### src/rtl/fpu_pkg.sv
// Shared types and format helpers for the parameterised add/sub FPU.
// Format words are built at a fixed maximum width; callers slice to their own width.
package fpu_pkg;

    typedef enum logic [2:0] {
        IDLE,
        ALIGN,
        ADD,
        NORM,
        ROUND,
        DONE
    } fpu_state_e;

    localparam int FLAG_W        = 4;
    localparam int FLG_INVALID   = 3;
    localparam int FLG_OVERFLOW  = 2;
    localparam int FLG_UNDERFLOW = 1;
    localparam int FLG_INEXACT   = 0;

    // guard, round, sticky
    localparam int GRS_W = 3;

    localparam int MAX_W = 64;
    typedef logic [MAX_W-1:0] fpu_word_t;

    function automatic int fpu_bias(input int exp_w);
        return (1 << (exp_w - 1)) - 1;
    endfunction

    function automatic fpu_word_t fpu_inf(input int exp_w, input int man_w, input logic sign);
        fpu_word_t w;
        w = ((fpu_word_t'(1) << exp_w) - fpu_word_t'(1)) << man_w;
        w = w | (fpu_word_t'(sign) << (exp_w + man_w));
        return w;
    endfunction

    function automatic fpu_word_t fpu_nan(input int exp_w, input int man_w);
        return fpu_inf(exp_w, man_w, 1'b0) | (fpu_word_t'(1) << (man_w - 1));
    endfunction

endpackage

### src/rtl/param_fpu_addsub_if.sv
// Operand/result handshake bundle for param_fpu_addsub.
interface param_fpu_addsub_if
    import fpu_pkg::*;
#(
    parameter int EXP_W = 4,
    parameter int MAN_W = 3
);
    localparam int W = 1 + EXP_W + MAN_W;

    logic [W-1:0]      a;
    logic [W-1:0]      b;
    logic              op;
    logic              in_valid;
    logic              in_ready;
    logic [W-1:0]      result;
    logic [FLAG_W-1:0] flags;
    logic              out_valid;
    logic              out_ready;

    modport master (
        output a, b, op, in_valid, out_ready,
        input  in_ready, result, flags, out_valid
    );

    modport slave (
        input  a, b, op, in_valid, out_ready,
        output in_ready, result, flags, out_valid
    );

endinterface

### src/rtl/fpu_round_rne.sv
// Round-to-nearest-even on a normalised significand with guard/round/sticky.
// A carry out of the significand bumps the exponent and leaves a zero fraction.
module fpu_round_rne #(
    parameter int EXP_W = 4,
    parameter int MAN_W = 3
) (
    input  logic [MAN_W:0]   sig_i,
    input  logic             guard_i,
    input  logic             round_i,
    input  logic             sticky_i,
    input  logic [EXP_W:0]   exp_i,
    output logic [MAN_W-1:0] frac_o,
    output logic [EXP_W:0]   exp_o,
    output logic             inexact_o
);
    localparam int XW = EXP_W + 1;
    localparam int RW = MAN_W + 2;

    logic          up;
    logic [RW-1:0] sum;

    always_comb begin
        up        = guard_i & (round_i | sticky_i | sig_i[0]);
        sum       = {1'b0, sig_i} + RW'(up);
        inexact_o = guard_i | round_i | sticky_i;
        if (sum[RW-1]) begin
            frac_o = sum[MAN_W:1];
            exp_o  = exp_i + XW'(1);
        end else begin
            frac_o = sum[MAN_W-1:0];
            exp_o  = exp_i;
        end
    end

endmodule

### src/rtl/param_fpu_addsub.sv
// Multi-cycle floating-point adder/subtractor, one operation in flight.
// Datapath: ALIGN -> ADD -> NORM (one shift per cycle) -> ROUND -> DONE.
module param_fpu_addsub
    import fpu_pkg::*;
#(
    parameter int EXP_W = 4,
    parameter int MAN_W = 3
) (
    input  logic              clk,
    input  logic              rst,
    param_fpu_addsub_if.slave bus
);
    localparam int W     = 1 + EXP_W + MAN_W;
    localparam int SW    = MAN_W + 1 + GRS_W;
    localparam int XW    = EXP_W + 1;
    localparam int CLAMP = MAN_W + GRS_W;
    localparam logic [EXP_W-1:0] EXP_ONES = '1;
    localparam logic [W-1:0]     QNAN     = W'(fpu_nan(EXP_W, MAN_W));
    localparam logic [GRS_W-1:0] GRS0     = '0;
    localparam logic [SW-1:0]    ONES_SW  = '1;

    fpu_state_e state_q, state_d;

    logic [W-1:0]      a_q, a_d, b_q, b_d;
    logic              op_q, op_d;
    logic [SW:0]       man_q, man_d;
    logic [SW-1:0]     sml_q, sml_d;
    logic [XW-1:0]     exp_q, exp_d;
    logic              sign_q, sign_d, sub_q, sub_d, uf_q, uf_d;
    logic [W-1:0]      result_q, result_d;
    logic [FLAG_W-1:0] flags_q, flags_d;

    // operand decode; b carries its effective sign
    logic             sa, sb;
    logic [EXP_W-1:0] ea, eb;
    logic [MAN_W-1:0] fa, fb;
    assign {sa, ea, fa} = a_q;
    assign sb = b_q[W-1] ^ op_q;
    assign eb = b_q[W-2:MAN_W];
    assign fb = b_q[MAN_W-1:0];

    logic za, zb, ia, ib, na, nb;
    assign za = (ea == '0);
    assign zb = (eb == '0);
    assign ia = (ea == EXP_ONES) && (fa == '0);
    assign ib = (eb == EXP_ONES) && (fb == '0);
    assign na = (ea == EXP_ONES) && (fa != '0);
    assign nb = (eb == EXP_ONES) && (fb != '0);

    logic              special;
    logic [W-1:0]      spec_res;
    logic [FLAG_W-1:0] spec_flg;

    always_comb begin
        special  = 1'b1;
        spec_res = '0;
        spec_flg = '0;
        if (na || nb || (ia && ib && (sa != sb))) begin
            spec_res              = QNAN;
            spec_flg[FLG_INVALID] = 1'b1;
        end else if (ia) begin
            spec_res = a_q;
        end else if (ib) begin
            spec_res = {sb, eb, fb};
        end else if (za && zb) begin
            spec_res = '0;
        end else if (za) begin
            spec_res = {sb, eb, fb};
        end else if (zb) begin
            spec_res = a_q;
        end else begin
            special = 1'b0;
        end
    end

    // alignment: larger magnitude first, smaller shifted right with sticky
    logic             a_big, s_big;
    logic [EXP_W-1:0] e_big, e_sml, ediff;
    logic [MAN_W-1:0] f_big, f_sml;
    logic [SW-1:0]    sig_sml, sml_shift;
    logic             lost;

    assign a_big = (a_q[W-2:0] >= b_q[W-2:0]);
    assign e_big = a_big ? ea : eb;
    assign e_sml = a_big ? eb : ea;
    assign f_big = a_big ? fa : fb;
    assign f_sml = a_big ? fb : fa;
    assign s_big = a_big ? sa : sb;
    assign ediff = e_big - e_sml;

    always_comb begin
        sig_sml      = {1'b1, f_sml, GRS0};
        lost         = |(sig_sml & ~(ONES_SW << ediff));
        sml_shift    = sig_sml >> ediff;
        sml_shift[0] = sml_shift[0] | lost;
        // beyond the sticky position only the nonzero-ness survives
        if (int'(ediff) >= CLAMP) sml_shift = SW'(1);
    end

    logic [SW:0] sum;
    logic        sum_zero;
    assign sum      = sub_q ? (man_q - {1'b0, sml_q}) : (man_q + {1'b0, sml_q});
    assign sum_zero = (sum == '0);

    logic carry, lead, norm_shl;
    assign carry    = man_q[SW];
    assign lead     = man_q[SW-1];
    assign norm_shl = !carry && !lead && (exp_q > XW'(1));

    logic [MAN_W-1:0] rnd_frac;
    logic [XW-1:0]    rnd_exp;
    logic             rnd_inx;

    fpu_round_rne #(.EXP_W(EXP_W), .MAN_W(MAN_W)) u_round (
        .sig_i     (man_q[SW-1:GRS_W]),
        .guard_i   (man_q[2]),
        .round_i   (man_q[1]),
        .sticky_i  (man_q[0]),
        .exp_i     (exp_q),
        .frac_o    (rnd_frac),
        .exp_o     (rnd_exp),
        .inexact_o (rnd_inx)
    );

    always_ff @(posedge clk or posedge rst) begin
        if (rst) state_q <= IDLE;
        else     state_q <= state_d;
    end

    always_comb begin
        state_d = state_q;
        case (state_q)
            IDLE:    if (bus.in_valid) state_d = ALIGN;
            ALIGN:   state_d = ADD;
            ADD:     state_d = (special || sum_zero) ? DONE : NORM;
            NORM:    if (!norm_shl) state_d = ROUND;
            ROUND:   state_d = DONE;
            DONE:    if (bus.out_ready) state_d = IDLE;
            default: state_d = IDLE;
        endcase
    end

    always_comb begin
        bus.in_ready  = (state_q == IDLE) && !rst;
        bus.out_valid = (state_q == DONE);
        bus.result    = result_q;
        bus.flags     = flags_q;
    end

    always_comb begin
        a_d      = a_q;
        b_d      = b_q;
        op_d     = op_q;
        man_d    = man_q;
        sml_d    = sml_q;
        exp_d    = exp_q;
        sign_d   = sign_q;
        sub_d    = sub_q;
        uf_d     = uf_q;
        result_d = result_q;
        flags_d  = flags_q;
        case (state_q)
            IDLE: begin
                if (bus.in_valid) begin
                    a_d  = bus.a;
                    b_d  = bus.b;
                    op_d = bus.op;
                end
            end
            ALIGN: begin
                man_d  = {1'b0, 1'b1, f_big, GRS0};
                sml_d  = sml_shift;
                exp_d  = {1'b0, e_big};
                sign_d = s_big;
                sub_d  = sa ^ sb;
                uf_d   = 1'b0;
            end
            ADD: begin
                man_d = sum;
                if (special) begin
                    result_d = spec_res;
                    flags_d  = spec_flg;
                end else if (sum_zero) begin
                    result_d = '0;
                    flags_d  = '0;
                end
            end
            NORM: begin
                if (carry) begin
                    man_d = {1'b0, man_q[SW:2], man_q[1] | man_q[0]};
                    exp_d = exp_q + XW'(1);
                end else if (norm_shl) begin
                    man_d = man_q << 1;
                    exp_d = exp_q - XW'(1);
                end else if (!lead) begin
                    uf_d = 1'b1;
                end
            end
            ROUND: begin
                flags_d = '0;
                if (uf_q) begin
                    result_d               = '0;
                    flags_d[FLG_UNDERFLOW] = 1'b1;
                end else if (rnd_exp >= {1'b0, EXP_ONES}) begin
                    result_d              = W'(fpu_inf(EXP_W, MAN_W, sign_q));
                    flags_d[FLG_OVERFLOW] = 1'b1;
                    flags_d[FLG_INEXACT]  = 1'b1;
                end else begin
                    result_d             = {sign_q, rnd_exp[EXP_W-1:0], rnd_frac};
                    flags_d[FLG_INEXACT] = rnd_inx;
                end
            end
            default: ;
        endcase
    end

    always_ff @(posedge clk or posedge rst) begin
        if (rst) begin
            a_q      <= '0;
            b_q      <= '0;
            op_q     <= 1'b0;
            man_q    <= '0;
            sml_q    <= '0;
            exp_q    <= '0;
            sign_q   <= 1'b0;
            sub_q    <= 1'b0;
            uf_q     <= 1'b0;
            result_q <= '0;
            flags_q  <= '0;
        end else begin
            a_q      <= a_d;
            b_q      <= b_d;
            op_q     <= op_d;
            man_q    <= man_d;
            sml_q    <= sml_d;
            exp_q    <= exp_d;
            sign_q   <= sign_d;
            sub_q    <= sub_d;
            uf_q     <= uf_d;
            result_q <= result_d;
            flags_q  <= flags_d;
        end
    end

endmodule

### src/flat_wrapper.sv
// flat-port wrapper written by rule: the top's interface ports become plain ports
module param_fpu_addsub_flat import fpu_pkg::*;
#(
    parameter int EXP_W = 4,
    parameter int MAN_W = 3
)
  (clk, rst, bus_a, bus_b, bus_op, bus_in_valid, bus_out_ready, bus_in_ready, bus_result, bus_flags, bus_out_valid);
  param_fpu_addsub_if #(.EXP_W(EXP_W), .MAN_W(MAN_W)) bus_i ();
  input  logic clk;
  input  logic rst;
  input wire logic [$bits(bus_i.a)-1:0] bus_a;
  input wire logic [$bits(bus_i.b)-1:0] bus_b;
  input wire logic [$bits(bus_i.op)-1:0] bus_op;
  input wire logic [$bits(bus_i.in_valid)-1:0] bus_in_valid;
  input wire logic [$bits(bus_i.out_ready)-1:0] bus_out_ready;
  output wire logic [$bits(bus_i.in_ready)-1:0] bus_in_ready;
  output wire logic [$bits(bus_i.result)-1:0] bus_result;
  output wire logic [$bits(bus_i.flags)-1:0] bus_flags;
  output wire logic [$bits(bus_i.out_valid)-1:0] bus_out_valid;
  assign bus_i.a = bus_a;
  assign bus_i.b = bus_b;
  assign bus_i.op = bus_op;
  assign bus_i.in_valid = bus_in_valid;
  assign bus_i.out_ready = bus_out_ready;
  assign bus_in_ready = bus_i.in_ready;
  assign bus_result = bus_i.result;
  assign bus_flags = bus_i.flags;
  assign bus_out_valid = bus_i.out_valid;
  param_fpu_addsub #(.EXP_W(EXP_W), .MAN_W(MAN_W)) u_core (.clk(clk), .rst(rst), .bus(bus_i));
endmodule
### config.mk
export PLATFORM = sky130hd
export DESIGN_NAME = param_fpu_addsub_flat
export DESIGN_NICKNAME = d
export VERILOG_FILES = /design/src/rtl/fpu_pkg.sv /design/src/rtl/param_fpu_addsub_if.sv /design/src/rtl/fpu_round_rne.sv /design/src/rtl/param_fpu_addsub.sv /design/src/flat_wrapper.sv
export SDC_FILE = /design/constraint.sdc
export NUM_CORES = 1
export LEC_CHECK = 0
export ABC_AREA = 1
export CELL_PAD_IN_SITES_DETAIL_PLACEMENT = 1
export CELL_PAD_IN_SITES_GLOBAL_PLACEMENT = 1
export CORE_ASPECT_RATIO = 1.75
export CORE_MARGIN = 10
export CORE_UTILIZATION = 40
export CTS_CLUSTER_SIZE = 40
export DETAILED_ROUTE_END_ITERATION = 10
export PLACE_DENSITY = 0.86
export SETUP_SLACK_MARGIN = 0.05
export SLEW_MARGIN = 30
export SYNTH_ARGS = -nofsm -noshare
export SYNTH_HDL_FRONTEND = slang
export SYNTH_SLANG_ARGS = --single-unit
### constraint.sdc
create_clock -name clk -period 4.3 [get_ports clk]
set_input_delay 0.86 -clock clk [delete_from_list [all_inputs] [get_ports clk]]
set_output_delay 0.86 -clock clk [all_outputs]
set_load 0.1 [all_outputs]
==> summary.md, run 1 <==
The run finished with clean final reports. Final RePlAce weighted congestion: 0.9190. The actual slew at the worst max-slew pin is 0.9840 ns, and the worst slack after detailed placement is 1.140 ns. The post-cts resize count was 0.

The routed length on met3 was 469 µm; the number of max-slew violations in the final report was 0. Wires add up to 13100 µm. The logs give 0 ns for the setup TNS and 0 for the hold violation total from the final report.

From bottom edge to top edge, the die measures 154.6 µm. The worst path in the final design needs a cycle of 3.176 ns, including I/O delays and setup. The core region is 0.01024 mm².

The number of buffer and inverter instances along the worst setup path works out to 2. In this design, the largest share of critical-path delay is due to buffers and inverters. The routed design uses 7394 µm of met2 wire.

The tools report the starting density of the core as 0.4047. The class of the tightest hold or removal check is register to register. Entering global routing, the biggest net connects 43 pins. For this block, the initial DRC count from the detailed router was 190. The post-layout worst setup margin is 1.124 ns. The count of synthesis-stage warnings from yosys was 0; the total I/O pin count was 35.

By area the synthesized netlist is led by dfrtp_1, nand2_1, inv_1. The placed wire-length estimate is 10830 µm. The final period utilization was 0.7386; the worst slew margin relative to its limit was 0.3420. The sequential area share after synthesis is 0.3321. The highest-delay cell along the critical path was clkdlybuf4s50_1. The number of sinks handled by clock tree synthesis came out at 55. STA puts the critical path data arrival time at 2.32 ns. The share of flip-flops with an asynchronous set or reset after synthesis is 1.000.

The tools report the number of unique standard cell types used by synthesis as 53. The setup path with the least slack is of type register to primary output. Setup repair after global routing left no endpoint under its margin.

The tools report the maximum count of clock buffers along a single path as 2. The area growth from synthesis to layout is 15.19%. The number of antenna diodes in the final layout is 0. For the worst-skew pair, the clock arrives at the later sink with an insertion delay of 0.31 ns. Timing would allow up to 314.9 MHz. For the number of global-route vias before repair, the log shows 4420. Setup violations remaining at the end of the flow were counted as 0.

The total number of nets in the final design was 646; the fraction of layout instances using a drive strength above 1 was 0.09091. The run gives 0.008341 ns as the largest clock skew in the final design. STA classifies the critical path endpoint as a primary output. By count the netlist is led by nand2_1, inv_1, dfrtp_1.

Synthesized cell area: 0.004144 mm². The most instantiated library cell after synthesis is nand2_1. Instance count of the mapped netlist: 568.

The number of buffers added to fix hold violations after cts is 0. For the initial antenna violation count, the log shows 0. In this run the mean area of a mapped cell was 7.296 µm². The first global-routing pass estimated 21260 µm of wire. Mean number of vias per cell: 5.604. The clock tree synthesis step divided the H-tree into 2 levels. After detailed routing, the wire length on met1 is 4739 µm. The synthesized design spends more area on one cell type than any other, namely dfrtp_1.

After detailed routing, the number of remaining DRC violations is 0. The tools report the number of clock buffers inserted by TritonCTS as 5. TritonCTS built the clock tree.

The site row count is 49. STA classifies the critical path startpoint as a register. The number of synthesized flops with an enable pin was 0.

The predominant post-synthesis flop cell is dfrtp_1. The floorplan step defined a die boundary enclosing 0.01499 mm². In this design, the stage delay of the slowest critical-path cell is 1.20 ns. The data required time at the worst endpoint was 3.44 ns; the maximum fanout count along the critical path was 5. Post-route antenna net violation count: 0. The floorplan step set the die width to 96.94 µm. For the total global routing track utilization, the log shows 0.1696. Walking the worst path, the cells encountered are inv_1 > nor3_1 > clkdlybuf4s50_1. The highest layer touched by signal routing is met4. The top cell type's share of synthesized area works out to 0.3321. Dividing the detail-routed wire length by the instance count gives 17.89 µm. For this run, the detailed router's first-pass iteration total came to 4. The clock edge transition at the registers on the reported setup and hold paths is 0.07 ns, and the number of port buffers is 34. The buffer cell driving the clock tree root is clkbuf_16.

The number of flip-flops and latches in the synthesized netlist was 55. The tool flagged a number of max-cap violations equal to 0. The logs give 4102 for the via count and 0 for the post-CTS setup buffer count.

The net count after synthesis is 610. After global routing the overflow that remains totals 0.
-- per-layer routing --
layer,GRT usage,vias up
li1,-,1959
met1,0.1615,2005
met2,0.3373,99
met3,0.02765,39
met4,0.08045,0
met5,0,-
-- layout by cell type (no fill, tap or decap), types with 11 or more instances in the layout --
| master | count |
|---|---|
| a21oi_1 | 35 |
| clkdlybuf4s50_1 | 33 |
| dfrtp_1 | 55 |
| ha_1 | 20 |
| inv_1 | 80 |
| nand2_1 | 129 |
| nand3_1 | 44 |
| nand4_1 | 11 |
| nor2_1 | 44 |
| o21ai_0 | 27 |
| xor2_1 | 12 |
-- cell families after synthesis --
| group | Yosys count | synth area share |
|---|---|---|
| AOI/OAI and AO/OA | 109 | 0.1588 |
| xor gates and xnor gates | 15 | 0.03352 |
| adders and majority gates | 21 | 0.06522 |
| buffers and inverters | 96 | 0.08937 |
| DFF | 55 | 0.3321 |
| muxes | 4 | 0.01057 |
| and+or+nand+nor | 268 | 0.3104 |
-- cell type report --
class | instances | area [µm²]
fillers | 1304 | 5465
flip-flops and latches | 55 | 1376
inverters | 89 | 335.3
clock inverters | 3 | 27.53
repair buffers | 36 | 352.8
clock buffers | 5 | 125.1
multi-input cells | 417 | 2397
well taps | 127 | 158.9
-- worst paths after layout --
path	from	endpoint	slack, ns	depth (start not counted)
min in group asynchronous	rst	u_core.a_q[2]$_DFFE_PP0P_	1.01	2
hold reg to reg	u_core.bus.flags[0]$_DFFE_PP0P_	u_core.bus.flags[0]$_DFFE_PP0P_	0.51	2
max in group asynchronous	rst	u_core.exp_q[1]$_DFFE_PP0P_	2.62	3
setup reg to reg	u_core.sml_q[0]$_DFFE_PP0P_	u_core.bus.result[4]$_DFFE_PP0P_	1.15	18
hold / removal	u_core.bus.flags[0]$_DFFE_PP0P_	u_core.bus.flags[0]$_DFFE_PP0P_	0.51	2
setup / recovery	u_core.state_q[2]$_DFFE_PP0P_	bus_out_valid	1.12	3
-- worst register-to-register path, stage by stage, from the launching register on --
cell and delay, ns:
dfrtp_1 0.41, inv_1 0.10, ha_1 0.15, inv_1 0.05, nor2_1 0.14, inv_1 0.08
a22oi_1 0.18, ha_1 0.31, a21oi_1 0.17, nand2_1 0.10, xnor2_1 0.25, nand4_1 0.14
nor2_1 0.11, nand3_1 0.09, o21ai_2 0.23, nand2_2 0.23, nand2_2 0.22, nand2_1 0.08
nand2_1 0.06
-- per-stage QoR --
stage | utilization | hold WS (ns) | std cells | instance area, µm²
floorplan | - | 0.4900 | 568 | 4144
global placement | 0.4512 | 0.4852 | 724 | 4619
detailed placement | 0.4512 | 0.4911 | 724 | 4619
CTS | 0.4661 | 0.5081 | 732 | 4772
global route | 0.4662 | 0.5326 | 732 | 4773
finish | 0.4662 | 0.5061 | 732 | 4773
-- flip-flops by register name, indices dropped and copies added (netlist names), 3 cells and up --
name and count:
u_core.bus.result 8, u_core.exp_q 5, u_core.state_q 3, u_core.bus.flags 4, u_core.man_q 8, u_core.sml_q 7
u_core.a_q 8, u_core.b_q 8
Power of run 1 is not shown: default switching activity piles up to over one toggle a cycle in this logic, so the estimate is an artifact.
==> run 2: changes to the inputs <==
--- a/config.mk
+++ b/config.mk
@@ -10,10 +10,10 @@
 export CELL_PAD_IN_SITES_GLOBAL_PLACEMENT = 1
 export CORE_ASPECT_RATIO = 1.75
 export CORE_MARGIN = 10
-export CORE_UTILIZATION = 40
+export CORE_UTILIZATION = 39
 export CTS_CLUSTER_SIZE = 40
 export DETAILED_ROUTE_END_ITERATION = 10
-export PLACE_DENSITY = 0.86
+export PLACE_DENSITY = 0.87
 export SETUP_SLACK_MARGIN = 0.05
 export SLEW_MARGIN = 30
 export SYNTH_ARGS = -nofsm -noshare
==> constraint.sdc (replaced) <==
create_clock -name clk -period 2.6 [get_ports clk]
set_input_delay 0.52 -clock clk [delete_from_list [all_inputs] [get_ports clk]]
set_output_delay 0.52 -clock clk [all_outputs]
set_load 0.1 [all_outputs]
==> summary.md, run 2 (synthesized netlist as in run 1, its figures left out) <==
The flow ran to the end, but the final reports show violations. The checks that failed: setup timing. The tools report the maximum number of pins on one net before global-route repair as 28 (was 43). The run gives 0 (unchanged) as the post-route antenna net violation count.

The mean number of vias per cell came out at 5.888 (was 5.604). The routed wire length came out at 17220 µm (was 13100 µm). The initial antenna violation count was 0 (unchanged). Buffer cell driving the clock tree root: clkbuf_16 (unchanged).

For the number of global-route vias before repair, the log shows 5026 (was 4420). The average wire length per cell after detail routing is 21.69 µm (was 17.89 µm). Largest clock skew in the final design: 0.01638 ns (was 0.008341 ns). The detailed-routing iteration count for the pre-antenna-repair pass is 5 (was 4), and the number of buffers added to fix hold violations after cts is 0 (unchanged). The total global routing track utilization is 0.1992 (was 0.1696), and the maximum count of clock buffers along a single path is 2 (unchanged). The via count was 4675 (was 4102). The actual slew at the worst max-slew pin is 0.5906 ns (was 0.9840 ns), and the site row count is 49 (unchanged).

TritonCTS built the clock tree. The total number of nets in the final design is 708 (was 646), and the x dimension of the die is 97.92 µm (was 96.94 µm). The area added between synthesis and finish was 34.51% (was 15.19%). Placed wire-length estimate: 11870 µm (was 10830 µm).

The logs give 0.4000 (was 0.4047) for the starting density of the core and 0 (unchanged) for the antenna diode count. The tools report the kind of start point of the critical path as a register (unchanged). Counting I/O delays and the setup requirement, the final critical path takes 2.887 ns. The number of port buffers is 34 (unchanged). The total I/O pin count was 35 (unchanged); the wire length of the first global-routing pass was 24870 µm (was 21260 µm). For the area of the die, the log shows 0.01531 mm² (was 0.01499 mm²). The die height was 156.4 µm (was 154.6 µm). The core footprint is 0.01036 mm² (was 0.01024 mm²). Highest-count cells in the layout ignoring fill and taps: nand2_1, buf_4, inv_1, dfrtp_1, nor2_1 (was nand2_1, inv_1, dfrtp_1, nor2_1, nand3_1). The final RePlAce weighted congestion was 0.9228 (was 0.9190); the number of sinks handled by clock tree synthesis was 55 (unchanged). The most common cell after layout, fill and taps aside is nand2_1 (unchanged). The clock edge transition at the registers on the reported setup and hold paths was 0.08 ns (was 0.07 ns); the clock network latency to the later pin of the worst-skew pair was 0.31 ns (about the same). Setup repair after global routing could not meet its margin everywhere. The final period utilization was 1.110. The critical setup path kind is register to register (was register to primary output). The worst path arrival time is 3.09 ns (was 2.32 ns). The run gives 0 (unchanged) as the DRC violation count after routing.

The number of max-slew violations in the final report came out at 0 (unchanged). The H-tree depth reported by CTS was 2 (unchanged). The post-layout worst setup margin was -0.2866 ns (was 1.124 ns); the hold violation total from the final report was 0 (unchanged). The fraction of layout instances using a drive strength above 1 was 0.2909 (was 0.09091); the worst slew margin relative to its limit was 0.6058 (was 0.3420). The number of violations of the max-capacitance limit was 0 (unchanged); the maximum fanout count along the critical path was 7 (was 5).

Class of the tightest hold or removal check: register to register (unchanged). The data required time at the worst endpoint came out at 2.80 ns (was 3.44 ns). The initial DRC count is 256 (was 190), and the number of clock buffers inserted by TritonCTS is 5 (unchanged). The overflow left after global routing is 0 (unchanged), and the setup TNS is -3.708 ns (was 0 ns). The setup-violating endpoint count in the final report came out at 14 (was 0). The critical path endpoint category was a register (was a primary output). The maximum operating frequency was 346.4 MHz.
==> run 2: layout make-up <==
class,instances,area [µm²]
clock buffer,6,128.9
clock inverter,2,16.27
fill,1277,4787
inverter,89,334.1
multi-input combinational,418,2761
sequential,55,1376
tap,127,158.9
timing repair buffer,97,798.3
==> run 2: worst max-delay path: stages (launching register included) <==
cell and delay [ns]:
dfrtp_1 0.41, inv_2 0.10, ha_4 0.14, inv_2 0.05
nor2_4 0.09, inv_2 0.06, a22oi_2 0.21, ha_4 0.26
nand3b_1 0.15, nand2_2 0.12, nand2_2 0.09, nand2_2 0.06
nand2_2 0.08, nand2_2 0.07, nand2_2 0.08, nand2_2 0.06
nand2_2 0.08, nand2_4 0.07, o21ai_4 0.23, buf_6 0.16
nand2_8 0.07, nand3_1 0.10, nand2_1 0.05
==> run 2: what timing repair did <==
action / in CTS / in global routing
setup endpoints to repair: 15 / 25
gates cloned: 1 / 0
gates resized for setup: 27 / 56
pin swaps: 16 / 25
setup buffers: 5 / 8
==> run 2: worst paths after layout <==
check,start,end,slack (ns),cells after the start
worst max-delay path,u_core.sml_q[1]$_DFFE_PP0P_,u_core.bus.result[1]$_DFFE_PP0P_,-0.29,22
worst min register to register,u_core.bus.result[3]$_DFFE_PP0P_,u_core.bus.result[3]$_DFFE_PP0P_,0.52,2
max in group asynchronous,rst,u_core.sign_q$_DFFE_PP0P_,1.26,3
worst min-delay path,u_core.bus.result[3]$_DFFE_PP0P_,u_core.bus.result[3]$_DFFE_PP0P_,0.52,2
worst max register to register,u_core.sml_q[1]$_DFFE_PP0P_,u_core.bus.result[1]$_DFFE_PP0P_,-0.29,22
min in group asynchronous,rst,u_core.exp_q[1]$_DFFE_PP0P_,0.67,2
==> run 2: through the flow <==
stage               instance area, µm²  setup slack, ns  instances  hold slack, ns  utilization
CTS                               5278          -0.1898        786          0.5238       0.5094
detailed placement                4967          -0.4159        772          0.5099       0.4794
floorplan                         4151          0.05558        568          0.4900            -
global placement                  4967          -0.1842        772          0.5009       0.4794
global route                      5574          -0.4576        794          0.5489       0.5380
finish                            5574          -0.2866        794          0.5229       0.5380
==> run 2: metal layers <==
metal	global-route usage	routed length [µm]	vias up
met5	0	0	-
met3	0.02469	636	69
met4	0.1384	910	0
met1	0.1797	5926	2336
li1	-	-	2089
met2	0.3940	9747	181
Power of run 2 is left out for the same reason.
